[config.mk]
export PLATFORM = sky130hd
export DESIGN_NAME = lfsr_generator
export DESIGN_NICKNAME = d
export VERILOG_FILES = /design/src/rtl/lfsr_pkg.sv /design/src/rtl/lfsr.sv /design/src/rtl/lfsr_generator.sv
export SDC_FILE = /design/constraint.sdc
export NUM_CORES = 1
export LEC_CHECK = 0
export BUFFER_PORTS_ARGS = -buffer_cell sky130_fd_sc_hd__buf_2
export CAP_MARGIN = 20
export CELL_PAD_IN_SITES_DETAIL_PLACEMENT = 1
export CELL_PAD_IN_SITES_GLOBAL_PLACEMENT = 1
export CORE_MARGIN = 4
export CORE_UTILIZATION = 39
export CTS_CLUSTER_SIZE = 10
export DETAILED_ROUTE_END_ITERATION = 7
export MAX_ROUTING_LAYER = met4
export PLACE_DENSITY_LB_ADDON = 0.08
export REMOVE_ABC_BUFFERS = 1
export SYNTH_ARGS = -nofsm -noshare
export SYNTH_HDL_FRONTEND = slang
export SYNTH_HIERARCHICAL = 1
export SYNTH_SLANG_ARGS = --single-unit
[constraint.sdc]
create_clock -name clk -period 2.82 [get_ports clk]
set_input_delay 0.564 -clock clk [delete_from_list [all_inputs] [get_ports clk]]
set_output_delay 0.564 -clock clk [all_outputs]
set_load 0.005 [all_outputs]
[src/rtl/lfsr_pkg.sv]
// Shared LFSR constants and generator FSM encoding.
package lfsr_pkg;

  localparam int unsigned LFSR_WIDTH     = 32;
  localparam logic [LFSR_WIDTH-1:0] LFSR_SAFE_SEED = 32'h0000_0001;
  localparam int unsigned BURST_CNT_W    = 16;
  localparam int unsigned WORDS_SENT_W   = 32;

  typedef enum logic [1:0] {
    GEN_IDLE,
    GEN_RUN,
    GEN_DONE
  } lfsr_gen_state_t;

endpackage : lfsr_pkg

[src/rtl/lfsr.sv]
// LFSR next-state function (Galois form, x^32 + x^22 + x^2 + x + 1).
// Shared by generator and checker so both ends agree on the polynomial.
module lfsr #(
  parameter int unsigned       WIDTH = 32,
  parameter logic [WIDTH-1:0]  POLY  = WIDTH'(32'h0040_0007)
) (
  input  logic [WIDTH-1:0] datain,
  output logic [WIDTH-1:0] dataout
);

  // Shift toward the MSB and fold the bit that leaves back in through the taps.
  always_comb begin
    dataout = {datain[WIDTH-2:0], 1'b0} ^ ({WIDTH{datain[WIDTH-1]}} & POLY);
  end

endmodule : lfsr

[src/rtl/lfsr_generator.sv]
// Pseudo-random word source: valid/ready stream of successive LFSR states,
// with seed load, bounded or free-running bursts and one-shot error injection.
module lfsr_generator
  import lfsr_pkg::*;
#(
  parameter int unsigned      WIDTH        = LFSR_WIDTH,
  parameter logic [WIDTH-1:0] DEFAULT_SEED = WIDTH'(32'h0000_0001)
) (
  input  logic                    clk,
  input  logic                    reset_n,
  input  logic                    seed_load,
  input  logic [WIDTH-1:0]        seed,
  input  logic                    start,
  input  logic [BURST_CNT_W-1:0]  count,
  input  logic                    stop,
  input  logic                    inject_err,
  output logic                    dout_valid,
  input  logic                    dout_ready,
  output logic [WIDTH-1:0]        dout,
  output logic                    busy,
  output logic                    done,
  output logic [WORDS_SENT_W-1:0] words_sent
);

  // An all-zero state would lock the LFSR, so it is never allowed in.
  localparam logic [WIDTH-1:0] SAFE_SEED  = WIDTH'(LFSR_SAFE_SEED);
  localparam logic [WIDTH-1:0] RESET_SEED = (DEFAULT_SEED == '0) ? SAFE_SEED : DEFAULT_SEED;

  lfsr_gen_state_t         fsm_q, fsm_d;
  logic [WIDTH-1:0]        state_q, state_d, state_nxt;
  logic                    inj_pend_q, inj_pend_d;
  logic [BURST_CNT_W-1:0]  count_q, count_d;
  logic [BURST_CNT_W-1:0]  burst_q, burst_d;
  logic [WORDS_SENT_W-1:0] sent_d;
  logic                    xfer_c;

  lfsr #(.WIDTH(WIDTH)) u_lfsr (
    .datain  (state_q),
    .dataout (state_nxt)
  );

  // dout_valid is high exactly while in RUN, so it qualifies the handshake.
  assign xfer_c = dout_valid & dout_ready;

  // FSM, sequence state and counter registers.
  always_ff @(posedge clk or negedge reset_n) begin
    if (!reset_n) begin
      fsm_q      <= GEN_IDLE;
      state_q    <= RESET_SEED;
      inj_pend_q <= 1'b0;
      count_q    <= '0;
      burst_q    <= '0;
    end else begin
      fsm_q      <= fsm_d;
      state_q    <= state_d;
      inj_pend_q <= inj_pend_d;
      count_q    <= count_d;
      burst_q    <= burst_d;
    end
  end

  // Next-state logic; the LFSR advances from the uncorrupted state.
  always_comb begin
    fsm_d      = fsm_q;
    state_d    = state_q;
    inj_pend_d = inject_err | (inj_pend_q & ~xfer_c);
    count_d    = count_q;
    burst_d    = burst_q;
    sent_d     = words_sent;
    unique case (fsm_q)
      GEN_IDLE: begin
        if (seed_load) begin
          state_d = (seed == '0) ? SAFE_SEED : seed;
        end
        if (start) begin
          fsm_d   = GEN_RUN;
          count_d = count;
          burst_d = '0;
          sent_d  = '0;
        end
      end
      GEN_RUN: begin
        if (xfer_c) begin
          state_d = state_nxt;
          burst_d = burst_q + BURST_CNT_W'(1);
          sent_d  = words_sent + WORDS_SENT_W'(1);
        end
        if (stop) begin
          fsm_d = GEN_IDLE;
        end else if (xfer_c && (count_q != '0) && (burst_d == count_q)) begin
          fsm_d = GEN_DONE;
        end
      end
      GEN_DONE: begin
        fsm_d = GEN_IDLE;
      end
      default: begin
        fsm_d = GEN_IDLE;
      end
    endcase
  end

  // Registered outputs, loaded from the next-state values.
  always_ff @(posedge clk or negedge reset_n) begin
    if (!reset_n) begin
      dout_valid <= 1'b0;
      busy       <= 1'b0;
      done       <= 1'b0;
      dout       <= RESET_SEED;
      words_sent <= '0;
    end else begin
      dout_valid <= (fsm_d == GEN_RUN);
      busy       <= (fsm_d != GEN_IDLE);
      done       <= (fsm_d == GEN_DONE);
      dout       <= state_d ^ {{(WIDTH-1){1'b0}}, inj_pend_d};
      words_sent <= sent_d;
    end
  end

endmodule : lfsr_generator

## After elaboration in Yosys (flattened, before gate mapping)

Index checks and enable logic that the tools add are counted.

| storage, ports and cells | value |
|---|---|
| output and inout port bits | 67 |
| word-level logic and storage cells | 49 |
| flip-flop bits (word level) | 134 |

| operators by class | value |
|---|---|
| bitwise logic cells | 6 |
| multiplexer cells | 15 |
| add/subtract/negate cells | 2 |
| reductions and logical operators | 10 |
| equality and inequality tests | 6 |

Operators with widths:

| operator | count |
|---|---|
| 32-bit 2-to-1 mux | 5 |
| 32-bit case mux with 2 select lines | 2 |
| 16-bit 2-to-1 mux | 3 |
| 32-bit by 1-bit adder with 32-bit output, second input constant | 1 |
| 32-bit zero test | 1 |
| 16-bit case mux with 2 select lines | 1 |
| 32-bit by 1-bit XOR with 32-bit output | 1 |
| 32-bit by 23-bit XOR with 32-bit output | 1 |
| 16-bit by 1-bit adder with 16-bit output, second input constant | 1 |
| 16-bit equality test | 1 |
| 16-bit nonzero test | 1 |
| 2-bit 2-to-1 mux | 3 |
| 2-bit by 1-bit equality test with 1-bit output, second input constant | 2 |
| 2-bit != test, second input constant | 2 |
| 2-bit case mux with 2 select lines | 1 |
| 2-bit AND reduction | 2 |
| 2-bit nonzero test | 2 |
| 3-bit AND reduction | 1 |
| 1-bit bitwise AND | 2 |
| 2-bit equality test, second input constant | 1 |
| 1-bit logical AND | 2 |
| 2-bit zero test | 1 |
| 1-bit NOT | 1 |
| 1-bit bitwise OR | 1 |

## Depth between registers and ports, before layout

| depth | value |
|---|---|
| depth after elaboration | 9 |
| depth in mapped cells | 8 |
| gate-level depth less buffers | 7 |

## Modules after synthesis

Netlist, hierarchy kept.

Modules (own cells, without submodules):

| module | sequential area each (µm²) | area each (µm²) | instances | cells each |
|---|---|---|---|---|
| lfsr_generator | 2580.0 | 5979.5 | 1 | 657 |
| lfsr | 0.0 | 244.0 | 1 | 32 |

## Least setup slack after synthesis

OpenSTA, ideal clock, no wires.

| timing path | value |
|---|---|
| path kind | flip-flop to flip-flop |
| from | register burst_q[0] |
| to | register done |
| slack | 683 ps |
| path buffers | 0 |
| arrival time | 2070 ps |
| cell stages (with the launch flop) | 8 |
| cell sequence | dfrtp_1 > ha_1 > nand4_4 > nor4_4 > xnor2_1 > or4_4 > nor4_4 > and3b_1 |

| between the ends | value |
|---|---|
| cells in the longest elaborated chain, start to end | 9 |

Ends and longest elaborated chain:

| what | RTL line | RTL |
|---|---|---|
| start, declared | lfsr_generator.sv:33 | `logic [BURST_CNT_W-1:0] burst_q, burst_d;` |
| start signal, assigned | lfsr_generator.sv:58 | `burst_q <= burst_d;` |
| 16-bit by 1-bit adder with 16-bit output | lfsr_generator.sv:85 | `burst_d = burst_q + BURST_CNT_W'(1);` |
| 16-bit 2-to-1 mux (*) | lfsr_generator.sv:83 | `if (xfer_c) begin` |
| 16-bit 2-to-1 mux (*) | lfsr_generator.sv:70 | `unique case (fsm_q)` |
| 16-bit equality test (*) | lfsr_generator.sv:90 | `end else if (xfer_c && (count_q != '0) && (burst_d == count_q)) begin` |
| 1-bit logical AND (*) | lfsr_generator.sv:90 |  |
| 2-bit 2-to-1 mux (*) | lfsr_generator.sv:90 |  |
| 2-bit 2-to-1 mux (*) | lfsr_generator.sv:88 | `if (stop) begin` |
| 2-bit case mux with 2 select lines (*) | lfsr_generator.sv:70 |  |
| 2-bit equality test (*) | lfsr_generator.sv:114 | `done <= (fsm_d == GEN_DONE);` |
| end signal, assigned | lfsr_generator.sv:114 |  |
| end, declared | lfsr_generator.sv:21 | `output logic done,` |

Mark *: on every way between the ends. The rest lies on a longest branch, timed or not. The select of a mux whose other input is x is not followed.
A chain may end at the register's enable or synchronous reset.

## Worst setup path after layout

| timing path | value |
|---|---|
| from | register burst_q[5] |
| to | register fsm_q[0] |

| between the ends | value |
|---|---|
| cells in the longest elaborated chain, start to end | 8 |

Ends and longest elaborated chain:

| what | RTL line | RTL |
|---|---|---|
| 16-bit by 1-bit adder with 16-bit output | lfsr_generator.sv:85 |  |
| 16-bit 2-to-1 mux (*) | lfsr_generator.sv:83 |  |
| 16-bit 2-to-1 mux (*) | lfsr_generator.sv:70 |  |
| 16-bit equality test (*) | lfsr_generator.sv:90 |  |
| 1-bit logical AND (*) | lfsr_generator.sv:90 |  |
| 2-bit 2-to-1 mux (*) | lfsr_generator.sv:90 |  |
| 2-bit 2-to-1 mux (*) | lfsr_generator.sv:88 |  |
| 2-bit case mux with 2 select lines (*) | lfsr_generator.sv:70 |  |
| net fsm_d[0] | lfsr_generator.sv:29 | `lfsr_gen_state_t fsm_q, fsm_d;` |
| end signal, assigned | lfsr_generator.sv:54 | `fsm_q <= fsm_d;` |
| end, declared | lfsr_generator.sv:29 |  |

Mark *: on every way through the listed nets, which the timed path passes. The rest lies on a longest branch. The select of a mux whose other input is x is not followed.

==> results.md <==
Setup path:
- Together, buffers and inverters on the worst path number 0.
- The required time of the critical path is 3.00 ns.
- The slowest cell on the critical path is sky130_fd_sc_hd__or4_2.
- The number of cell instances on the worst register-to-register path is 6.
- The arrival time of data at the critical path endpoint is 2.64 ns.
- For flop-to-flop paths, the worst setup slack is 0.35 ns.
- The launching point of the worst reg2reg path is burst_q[5]$_DFFE_PN0P_.
- The biggest cell delay along the critical path is 0.72 ns.
- The critical path class is reg -> reg.
- The start point of the critical path is burst_q[5]$_DFFE_PN0P_.
- The critical path crosses 6 cells after its start point.
- The element type at the critical path start is a register.
- The endpoint of the worst-slack reg-to-reg timing path is fsm_q[0]$_DFF_PN0_.
- STA classifies the critical path endpoint as a register.
- In this run the worst path has a maximum fanout of 11.
- The critical path goes through nand4_4 -> or4_2 -> xnor2_1 -> nand2_1 -> nor4_4 -> a31oi_1.
- The cell type group with the largest total delay on the critical path is simple AND/OR/NAND/NOR gates.

Clock tree:
- The number of gates given a new drive strength after cts is 0.
- The clock tree synthesis step divided the H-tree into 3 levels.
- The clock-pin slew on the worst setup and hold paths is 0.07 ns.
- Clock tree synthesis found a total of 103 sinks.
- TritonCTS built the clock tree.
- The master cell of the clock root buffer is sky130_fd_sc_hd__clkbuf_16.
- Hold repair after CTS inserted 0 buffers.
- The number of clock buffers added by TritonCTS is 9.
- The buffers inserted during post-CTS setup optimization is 0.
- Clock latency on the worst-skew pair, taken at its later pin, is 0.35 ns.
- The maximum buffer depth of the clock tree is 2.

Global routing:
- The total global routing track utilization is 0.2006.
- The met1 capacity usage during global routing is 0.2531.
- The global routing met2 resource utilization is 0.3397.
- Global routing finished with a remaining overflow of 0.
- Entering global routing, the biggest net connects 44 pins.
- The number of global-route vias before repair is 5508.
- The first global-routing pass estimated 28610 um of wire.
- The number of antenna violations at the first check in global routing is 0.
- The met3 global-route usage is 0.02888.
- The layer carrying the most global-route usage is met2.

STA:
- The total negative slack is 0 ns.
- In this run the tightest slew margin relative to its limit is 0.4907.
- The worst setup slack after layout is 0.3540 ns.
- Setup violations remaining at the end of the flow were counted as 0.
- The minimum hold slack is 0.2129 ns.
- Setup repair after global routing left no endpoint under its margin.
- For the final database, setup skew stands at 0.008967 ns.
- The count of final max-slew check failures was 0.
- At the pin with the least slew margin, the transition time is 0.7621 ns.
- Derived from the worst setup path, the maximum achievable clock frequency is 405.5 MHz.
- The final count of hold timing violations came to 0.
- The shortest clock period the worst path allows after layout is 2.466 ns.
- The part of the cycle the worst path needs is 0.8745.

Pwr:
- The total power divided by cell area is 637.4 nW/um^2.
- The relative contribution of sequential cells to total power is 0.449.
- The share of total power dissipated in combinational logic is 0.240.
- Of the total power, the share spent switching nets is 0.3185.
- Summed over all cells, the static leakage comes to 3.022 nW.
- The share of total power dissipated in the clock network is 0.311.
- Summed over all nets, the switching power comes to 1.397 mW.
- The maximum ir drop on the vdd rail is 0.2952 mV.
- The cell internal power dissipation is 2.989 mW.

Floorplanning:
- During I/O placement, the number of pins put on the boundary was 122.
- The vertical die dimension is 134.3 um.
- The overall die width is 134.3 um.
- For this configuration, the core starts out at a cell density of 0.4034.
- In this run the core area contains 45 standard-cell rows.
- The die covers 18040 um^2.
- The standard cell core area is 15430 um^2.

Synthesis:
- The number of different library cells used by synthesis comes to 55.
- The synthesized design contains 0 enable-type register cells.
- During synthesis, Yosys emitted a total of 6 warnings.
- Of the total synthesized cell area, the portion taken by XOR and XNOR cells is 0.06192.
- The synthesized design contains 103 register bits.
- After synthesis, the largest family of logic cells by area is simple AND/OR/NAND/NOR gates.
- The cell taking the most area after synthesis is sky130_fd_sc_hd__dfrtp_1.
- In the synthesized netlist the async set-or-reset flop fraction comes to 1.000.
- The area fraction of the dominant cell type after synthesis is 0.4061.
- Summing every instance area after synthesis gives 6223 um^2.
- The part of the Yosys area used for sequential elements is 0.4146.
- Of the total synthesized cell area, the portion taken by AND, OR, NAND and NOR gates is 0.2105.
- Synthesis produced 689 cells.
- Sorting the synthesized cells by area gives the leading types as sky130_fd_sc_hd__dfrtp_1, sky130_fd_sc_hd__buf_4, sky130_fd_sc_hd__o22ai_1.
- Of the total synthesized cell area, the portion taken by full adders, half adders and majority gates is 0.004021.
- The portion of synthesized area spent on multiplexers is 0.03981.
- The average instance in the mapped netlist occupies 9.033 um^2.
- The post-synthesis compound-gate area fraction is 0.1584.
- The most used flip-flop cell after synthesis is sky130_fd_sc_hd__dfrtp_1.

Layout:
- The number of antenna repair diodes is 0.
- The net count of the finished layout is 794.
- The post-route cell area is 6880 um^2.
- The synthesis-to-finish area growth is 10.55%.
- The fill cell instance count of the final layout is 1830.
- The post-layout instance count excluding filler cells is 953.
- The fraction of layout instances using a drive strength above 1 is 0.2534.

Run status:
- The run finished with clean final reports.

Placement:
- The total placed instance area is 6563 um^2.
- During placement, the flow inserted port buffers numbering 121.
- The sum of net half-perimeters after detailed placement is 12590 um.
- The routability-driven placement congestion ratio is 0.8610.
- The minimum setup slack after placement is 0.3694 ns.
- The placed instance count is 937.

Detailed routing:
- In the final routed layout, each cell accounts on average for 18.49 um.
- The violation count after the first detailed-routing iteration is 250.
- After detailed routing, the number of vias per cell comes to 5.549.
- The length of the first detailed-routing pass in iterations is 4.
- Wires add up to 17620 um.
- The count of nets left with antenna violations once routing finished came out at 0.
- The via count of the routed design is 5288.
- After detailed routing, the number of remaining DRC violations is 0.

Min path:
- The worst hold path belongs to the class in -> async.

Flow run:
- Across the run, the number of max-cap violations was 0.
worst reg2reg max path, delay by kind of cell, from the launching register on:
| kind | cells | cell delay, ns |
|---|---|---|
| AO/OA/AOI/OAI | 1 | 0.15 |
| XOR/XNOR | 1 | 0.20 |
| flip-flops | 1 | 0.60 |
| AND/OR/NAND/NOR | 4 | 1.36 |
layout make-up:
type	count	area (um^2)	area share
Clock buffer	13	250.2	0.03637
Clock inverter	3	67.56	0.009820
Inverter	10	37.54	0.005456
Multi-Input combinational cell	478	2955	0.4295
Sequential cell	103	2580	0.3750
Tap cell	211	264.0	0.03837
Timing Repair Buffer	135	725.7	0.1055
power by group through the flow:
stage / Clock [mW] / Sequential, mW / Combinational [mW]
global placement: 0 / 1.99 / 1.03
detailed placement: 0 / 2.00 / 1.06
CTS: 1.41 / 1.97 / 1.07
floorplan: 0 / 1.95 / 0.596
finish: 1.37 / 1.97 / 1.05
global route: 1.47 / 2.01 / 1.16
layout by cell type, fill, tap and decap left out, types with 3 or more instances in the layout:
cell,n
sky130_fd_sc_hd__nand2_1,75
sky130_fd_sc_hd__or2_2,3
sky130_fd_sc_hd__clkbuf_1,3
sky130_fd_sc_hd__nor2_1,56
sky130_fd_sc_hd__nand3b_1,3
sky130_fd_sc_hd__nor3_1,9
sky130_fd_sc_hd__and4_1,5
sky130_fd_sc_hd__nor4_1,18
sky130_fd_sc_hd__nor2b_1,4
sky130_fd_sc_hd__inv_1,9
sky130_fd_sc_hd__nand4_4,3
sky130_fd_sc_hd__clkbuf_16,9
sky130_fd_sc_hd__dfrtp_1,101
sky130_fd_sc_hd__xor2_1,19
sky130_fd_sc_hd__or3_1,12
sky130_fd_sc_hd__buf_4,14
sky130_fd_sc_hd__a22o_1,8
sky130_fd_sc_hd__and3_1,4
sky130_fd_sc_hd__o21ai_0,33
sky130_fd_sc_hd__mux2_2,22
sky130_fd_sc_hd__o41ai_1,3
sky130_fd_sc_hd__xnor2_1,25
sky130_fd_sc_hd__and2_1,6
sky130_fd_sc_hd__a31oi_1,6
sky130_fd_sc_hd__buf_2,120
sky130_fd_sc_hd__nand4_1,16
sky130_fd_sc_hd__a21oi_1,42
sky130_fd_sc_hd__o31ai_1,4
sky130_fd_sc_hd__nand3_1,17
sky130_fd_sc_hd__o22ai_1,58
cells by family (layout without fill, tap and decap cells):
kind of cell | after synthesis | count (layout)
compound gates | 164 | 164
xor+xnor | 44 | 44
fa+ha+maj | 2 | 2
buf+inv | 108 | 161
flops | 103 | 103
mux | 22 | 22
simple gates | 246 | 246
cell usage after synthesis (2+ instances only):
| cell type | n |
|---|---|
| sky130_fd_sc_hd__and3_1 | 4 |
| sky130_fd_sc_hd__o41ai_1 | 3 |
| sky130_fd_sc_hd__a31oi_1 | 6 |
| sky130_fd_sc_hd__nor4_4 | 2 |
| sky130_fd_sc_hd__and2_1 | 7 |
| sky130_fd_sc_hd__nand4_1 | 16 |
| sky130_fd_sc_hd__ha_1 | 2 |
| sky130_fd_sc_hd__and4_1 | 5 |
| sky130_fd_sc_hd__o211ai_1 | 2 |
| sky130_fd_sc_hd__a21o_1 | 2 |
| sky130_fd_sc_hd__nand2_1 | 75 |
| sky130_fd_sc_hd__o31ai_1 | 4 |
| sky130_fd_sc_hd__buf_1 | 6 |
| sky130_fd_sc_hd__dfrtp_1 | 101 |
| sky130_fd_sc_hd__nor4_1 | 18 |
| sky130_fd_sc_hd__nor2_1 | 56 |
| sky130_fd_sc_hd__nor2b_1 | 4 |
| sky130_fd_sc_hd__or3_1 | 12 |
| sky130_fd_sc_hd__mux2_2 | 22 |
| sky130_fd_sc_hd__inv_1 | 9 |
| sky130_fd_sc_hd__buf_2 | 2 |
| sky130_fd_sc_hd__o21ai_0 | 33 |
| sky130_fd_sc_hd__a21oi_1 | 42 |
| sky130_fd_sc_hd__o22ai_1 | 58 |
| sky130_fd_sc_hd__xnor2_1 | 25 |
| sky130_fd_sc_hd__nand3_1 | 17 |
| sky130_fd_sc_hd__dfstp_2 | 2 |
| sky130_fd_sc_hd__xor2_1 | 19 |
| sky130_fd_sc_hd__clkbuf_1 | 25 |
| sky130_fd_sc_hd__and3b_1 | 2 |
| sky130_fd_sc_hd__nor3_1 | 9 |
| sky130_fd_sc_hd__clkbuf_8 | 2 |
| sky130_fd_sc_hd__or2_2 | 3 |
| sky130_fd_sc_hd__a22o_1 | 8 |
| sky130_fd_sc_hd__nand4_4 | 3 |
| sky130_fd_sc_hd__nand3b_1 | 3 |
| sky130_fd_sc_hd__buf_4 | 62 |
metrics by stage:
stage          utilization  total power, mW
4_1_cts             0.4460            4.450
6_report            0.4460            4.386
3_5_place_dp        0.4254            3.065
5_1_grt             0.4460            4.644
3_3_place_gp        0.4254            3.014
2_1_floorplan            -            2.548
worst max-delay path by stage:
stage	endpoint	slack, ns
floorplan	burst_q[3]$_DFFE_PN0P_	0.11
global placement	fsm_q[0]$_DFF_PN0_	0.46
detailed placement	fsm_q[0]$_DFF_PN0_	0.37
CTS	fsm_q[0]$_DFF_PN0_	0.34
global route	fsm_q[0]$_DFF_PN0_	0.20
finish	fsm_q[0]$_DFF_PN0_	0.35
routing by layer:
layer / share of wire / up-vias / wire length [um]
li1: - / 2530 / -
met1: 0.45 / 2614 / 7964
met2: 0.49 / 128 / 8647
met3: 0.043 / 16 / 757
met4: 0.014 / 0 / 251
met5: 0 / - / 0
Note: power is estimated with default switching activity, not from simulation.
